===== config.mk =====
export PLATFORM = sky130hd
export DESIGN_NAME = bin_to_bcd_seq
export DESIGN_NICKNAME = d
export VERILOG_FILES = /design/src/rtl/bin_to_bcd_seq.sv
export SDC_FILE = /design/constraint.sdc
export NUM_CORES = 1
export LEC_CHECK = 0
export BUFFER_PORTS_ARGS = -buffer_cell sky130_fd_sc_hd__buf_2
export CORE_MARGIN = 4
export CORE_UTILIZATION = 60
export CTS_BUF_LIST = sky130_fd_sc_hd__clkbuf_8
export CTS_CLUSTER_DIAMETER = 200
export DETAILED_ROUTE_END_ITERATION = 12
export GPL_TIMING_DRIVEN = 0
export PLACE_DENSITY = 0.84
export REMOVE_ABC_BUFFERS = 1
export SETUP_SLACK_MARGIN = 0.15
export SYNTH_ARGS = -nofsm -noshare
export SYNTH_HDL_FRONTEND = slang
export SYNTH_SLANG_ARGS = --single-unit
export TNS_END_PERCENT = 50

===== constraint.sdc =====
create_clock -name clk -period 2.3 [get_ports clk]
set_input_delay 0.69 -clock clk [delete_from_list [all_inputs] [get_ports clk]]
set_output_delay 0.69 -clock clk [all_outputs]
set_load 0.005 [all_outputs]

===== src/rtl/bin_to_bcd_seq.sv =====
// rtl/bin_to_bcd_seq.sv - sequential double-dabble binary-to-BCD converter, one bit per clock
// Optional leading-zero blank mask enabled by macro LEADING_ZERO_BLANK_EN.
module bin_to_bcd_seq #(
  parameter int BIN_W  = 8,
  parameter int DIGITS = 3
) (
  input  logic                  clk,
  input  logic                  rst,
  input  logic                  start,
  input  logic [BIN_W-1:0]      bin_in,
  output logic                  busy,
  output logic                  done,
  output logic [4*DIGITS-1:0]   bcd_out,
  output logic [DIGITS-1:0]     blank
);

  localparam int SW = 4 * DIGITS;
  localparam int CW = $clog2(BIN_W + 1);

  typedef enum logic [1:0] {S_IDLE, S_SHIFT, S_DONE} state_t;

  state_t            r_state;
  state_t            w_state_next;
  logic [BIN_W-1:0]  r_shift;
  logic [SW-1:0]     r_scratch;
  logic [CW-1:0]     r_count;
  logic [SW-1:0]     r_bcd;
  logic [DIGITS-1:0] r_blank;

  logic [SW-1:0]     w_adj;
  logic [SW-1:0]     w_scratch_next;
  logic [DIGITS-1:0] w_blank_next;
  logic              w_accept;
  logic              w_last;

  // All nibbles are corrected in parallel before the shift; add-3 wraps within the nibble.
  always_comb begin
    w_adj = '0;
    for (int d = 0; d < DIGITS; d++) begin
      if (r_scratch[4*d +: 4] >= 4'd5)
        w_adj[4*d +: 4] = r_scratch[4*d +: 4] + 4'd3;
      else
        w_adj[4*d +: 4] = r_scratch[4*d +: 4];
    end
  end

  assign w_scratch_next = (w_adj << 1) | SW'(r_shift[BIN_W-1]);
  assign w_accept       = start && (r_state != S_SHIFT);
  assign w_last         = (r_count == CW'(1));

`ifdef LEADING_ZERO_BLANK_EN
  always_comb begin
    logic all_zero;
    w_blank_next = '0;
    all_zero     = 1'b1;
    for (int k = DIGITS - 1; k >= 1; k--) begin
      all_zero        = all_zero && (w_scratch_next[4*k +: 4] == 4'd0);
      w_blank_next[k] = all_zero;
    end
  end
`else
  assign w_blank_next = '0;
`endif

  always_comb begin
    w_state_next = r_state;
    case (r_state)
      S_IDLE:  if (start) w_state_next = S_SHIFT;
      S_SHIFT: if (w_last) w_state_next = S_DONE;
      S_DONE:  w_state_next = start ? S_SHIFT : S_IDLE;
      default: w_state_next = S_IDLE;
    endcase
  end

  always_ff @(posedge clk or posedge rst) begin
    if (rst) begin
      r_state   <= S_IDLE;
      r_shift   <= '0;
      r_scratch <= '0;
      r_count   <= '0;
      r_bcd     <= '0;
      r_blank   <= '0;
    end else begin
      r_state <= w_state_next;
      if (w_accept) begin
        r_shift   <= bin_in;
        r_scratch <= '0;
        r_count   <= CW'(BIN_W);
      end else if (r_state == S_SHIFT) begin
        r_shift   <= r_shift << 1;
        r_scratch <= w_scratch_next;
        r_count   <= r_count - CW'(1);
        // Output only ever sees the completed conversion, never partial scratch.
        if (w_last) begin
          r_bcd   <= w_scratch_next;
          r_blank <= w_blank_next;
        end
      end
    end
  end

  assign busy    = (r_state == S_SHIFT);
  assign done    = (r_state == S_DONE);
  assign bcd_out = r_bcd;
  assign blank   = r_blank;

endmodule


---- Word-level counts from Yosys, hierarchy flattened ----
Cells that the tools add are included.
word-level totals
  register bits after elaboration ......... 38
  output and inout port bits .............. 17
operators by class
  $add $sub $neg .......................... 4
  order comparisons ....................... 3
  eq/ne operators ......................... 6
  muxes and demuxes ....................... 13
  bitwise gates (word level) .............. 2
  reductions and logical operators ........ 5
operator list
  kind                   number
  $mux W12               2
  $mux W4                4
  $mux W8                2
  $ge A4 B3 Y1 const B   3
  $or A12 B1 Y12         1
  $add A4 B2 Y4 const B  2
  $pmux W2 S3            1
  $eq A4 B1 Y1 const B   1
  $mux W2                2
  $ne A2 B1 Y1 const B   2
  $sub A4 B1 Y4 const B  1
  $add A3 B2 Y3 const B  1
  $mux W3                1
  $reduce_and A3 Y1      1
  $eq A2 B1 Y1 const B   1
  $eq A2 B2 Y1 const B   1
  $logic_not A2 Y1       1
  $ne A2 B2 Y1 const B   1
  $reduce_and A2 Y1      1
  $reduce_bool A2 Y1     1
  $logic_and A1 B1 Y1    1
  $mux W1                1
  $not A1 Y1             1

---- Longest topological paths before layout ----
  depth after elaboration ................. 5
  mapped depth ............................ 7

---- Least setup slack after synthesis ----
Ideal clock, no wire load.
  path type ............................... reg2reg
  from .................................... register r_scratch[4]
  to ...................................... register r_bcd[6] (netlist: bcd_out[6])
  setup time .............................. 0.083 ns
  arrival time ............................ 1.442 ns
  slack ................................... 0.775 ns
  cell stages (with the launch flop) ...... 7
  path buffers ............................ 0
  cells stage by stage .................... dfrtp_1 -> inv_1 -> ha_1 -> nand2b_1 -> a21oi_1 -> mux2_2 -> o21ai_0
on the way
  longest elaborated chain between the ends .. 3
  elaborated cells between the ends (all ways) .. 4
ends and longest elaborated chain
  what                                                  RTL line  RTL
  start, declared                                       25        logic [SW-1:0] r_scratch;
  start signal, assigned                                91        r_scratch <= w_scratch_next;
  $add A4 B2 Y4 / $ge A4 B3 Y1 (equally long branches)  41, 40
  $mux W4 (*)                                           40        if (r_scratch[4*d +: 4] >= 4'd5)
  $or A12 B1 Y12 (*)                                    47        assign w_scratch_next = (w_adj << 1) | SW'(r_shift[BIN_W-1]);
  end signal, assigned                                  95        r_bcd <= w_scratch_next;
  end, declared                                         27        logic [SW-1:0] r_bcd;
Every way passes the cells marked *; elsewhere a longest branch is shown, timed or not.
A chain may end at the register's enable or synchronous reset.

---- Worst setup path after layout ----
  from .................................... register r_state[1]
  to ...................................... output busy
on the way
  longest elaborated chain between the ends .. 1
ends and longest elaborated chain
  what                    RTL line  RTL
  start, declared         22        state_t r_state;
  start signal, assigned  84        r_state <= w_state_next;
  $eq A2 B1 Y1            102       assign busy = (r_state == S_SHIFT);
  end, declared           11        output logic busy,
Every way passes these cells.

==> impl_metrics.toml <==
[synthesis]
synthFlopType = "dfrtp_1"
yosys.area_share.adder = 0.0542
ys_seq_area_frac = 0.515
synthSimpleGateAreaFrac = 0.139
syn-cell-area_sq_um = 1850
synth.distinct_cells = 30
avgSynthCellArea_sq_um = 9.83
async_reset_ff_frac = 1.00
synth-compound-area-share = 0.143
synth.area.mux_share = 0.0697
yosys_warnings = 0
ys_ff_latch = 38
synthXorXnorAreaFrac = 0.0142
synth_edf_count = 0
synth_top_family_by_area = "compound AO/OA/AOI/OAI gates"
synthCells = 188

[worst_setup_path]
cp-start-kind = "register"
critPathCaptureType = "output pin"
cp_max_fo = 29
cp.arrival_ps = 1310
reg2reg_to = "r_scratch[2]"
r2r_start = "r_scratch[0]"
path_class = "register to output pin"
r2r_cells = 6
critPathRequiredTime_ps = 1610
rrSetupSlack_ps = 530

[final_layout]
layout_common_cells = "38 x dfrtp_1, 34 x o21ai_0, 24 x nand2_1, 24 x buf_2, 11 x inv_1"
antennaDiodeCount = 0
finalNonFillerCells = 241
final_common_cell = "dfrtp_1"
drive_gt1_frac = 0.195
layout.nets = 228
multi_input_area_sq_um = 796
design_area_sq_um = 2050
seq_area_sq_um = 951
nFillCells = 231
area_growth_pct = 10.8

[routing]
wire_per_inst_um = 14.2
wl_um = 3420
ant_nets = 0
drcViolationCount = 0
first_pass_iters = 4
drt_iter0_markers = 96
avgViaCountPerCell = 5.75
num_vias = 1385

[floorplanning]
core.rowCount = 19
pin_count = 28
die_area_sq_um = 4030
die_h_um = 63.5
initial_utilization = 0.648
core_area_sq_um = 2850
die_w_um = 63.5

[sta]
worst_slew_pin_slew_ps = 776
fmaxAchievable_ghz = 0.500
hold_viol_final = 0
finalWorstSetupSlack_ps = 298
period_share = 0.870
slew_headroom = 0.482
rsz0062_at_grt = "false"
finalSetupViolCount = 0
skew_ps = 11.1
period_minus_slack_ps = 2000
drv_slew = 0

[place]
pre_cts_slack_ps = -69.2
dpl_cell_area_sq_um = 1940
routabilityCongestion = 0.787
port_buffers = 24
hpwl_um = 2410
dp.cells = 233

[clock_network]
clock_latency_ps = 290
clockBufferDepth = 2
clock_sink_count = 38
clock-root-buffer = "clkbuf_8"
cts_setup_buffers = 0
clkSlewWorstSetupHoldPaths_ps = 70
cts_max_level = 2
cts_tree = "yes"
cts_made_buffers = 5

[global_route]
track_usage = 0.199
grt_pass1_wl_um = 6090
grt_start_max_net_pins = 39
grt_pass1_vias = 1337
antenna_found_initial = 0
overflow = 0

[pwr]
cellPowerDensity_nw_per_um2 = 1340
leakagePower_uw = 0.000990
vdd_ir_drop_max_v = 0.000623
finalPower_uw = 2740

[min_path]
min_to = "bcd_out[2]"
hold_class = "register to register"
hp-start = "bcd_out[2]"
whs_path_depth = 2

[run]
cap_violations = 0

[run_status]
run_status = "finished, final reports clean"
-- sequential cells by signal (all words and copies together), names as in the netlist --
signal / cells
bcd_out: 12
r_count: 4
r_scratch: 12
r_shift: 8
r_state: 2
-- layer usage --
layer	up-vias	part of all wire	track usage
met5	-	0	0
met4	0	0.030	0.121
met3	11	0.044	0.0462
met2	34	0.50	0.329
met1	659	0.43	0.233
li1	681	-	-
-- per-stage QoR --
| step | hold WS [ps] | utilization | TNS [ps] |
|---|---|---|---|
| after detailed placement | 465 | 0.681 | -69.5 |
| after CTS | 482 | 0.718 | 0 |
| after global placement | 458 | 0.681 | -20.9 |
| after global routing | 501 | 0.718 | 0 |
| final | 477 | 0.718 | 0 |
| after floorplan | 449 | - | 0 |
-- synth_stat cells (2+ instances only) --
| cell type | instances | area, sq um |
|---|---|---|
| nor3_1 | 2 | 10.0 |
| nand2_1 | 24 | 90.1 |
| buf_4 | 3 | 22.5 |
| dfrtp_1 | 38 | 951 |
| nor2_1 | 5 | 18.8 |
| o21ai_0 | 34 | 170 |
| inv_1 | 11 | 41.3 |
| clkbuf_1 | 2 | 7.51 |
| ha_1 | 8 | 100 |
| buf_2 | 6 | 30.0 |
| a31oi_1 | 2 | 12.5 |
| nand3_1 | 9 | 45.0 |
| o31ai_1 | 2 | 15.0 |
| nand2b_1 | 4 | 25.0 |
| xnor2_1 | 3 | 26.3 |
| mux2_2 | 3 | 33.8 |
| a21oi_1 | 10 | 50.1 |
| nor3b_1 | 3 | 22.5 |
| mux2i_1 | 8 | 80.1 |
-- cells by family after synthesis --
family,after synthesis
AO/OA/AOI/OAI,50
XOR/XNOR,3
adder cells (fa/ha/maj),8
buffers and inverters,24
flip-flops,38
multiplexers,12
other,1
AND/OR/NAND/NOR,52
-- how the worst max path moves through the flow --
stage	to	slack [ps]	start	cells past startpoint
floorplan	bcd_out[0]	430	r_state[0]	4
global placement	busy	-20	r_state[0]	3
detailed placement	busy	-70	r_state[0]	3
CTS	busy	280	r_state[1]	3
global route	busy	200	r_state[1]	3
finish	busy	300	r_state[1]	3
-- timing repair --
item	4_1_cts	5_1_grt
gates resized for setup	4	0
hold buffers	0	0
endpoints found under the setup margin	14	0
-- power breakdown --
group	leakage, uW	total, uW	switching, uW	internal, uW
sequential	0.000481	1170	215	956
clock	0.0000524	458	221	237
combinational	0.000456	1110	637	477
total	0.000990	2740	1070	1670
-- layout make-up --
class | count | area share
sequential | 38 | 0.465
multi-input combinational | 128 | 0.389
timing repair buffer | 24 | 0.0587
clock buffer | 6 | 0.0403
inverter | 12 | 0.0244
tap | 31 | 0.0189
clock inverter | 2 | 0.00428
-- critical path, cell delays in order, from the launching register on --
cell      delay (ps)
dfrtp_1          370
nand2b_4         280
inv_6            220
buf_2            140
(Power assumes the default switching activity.)
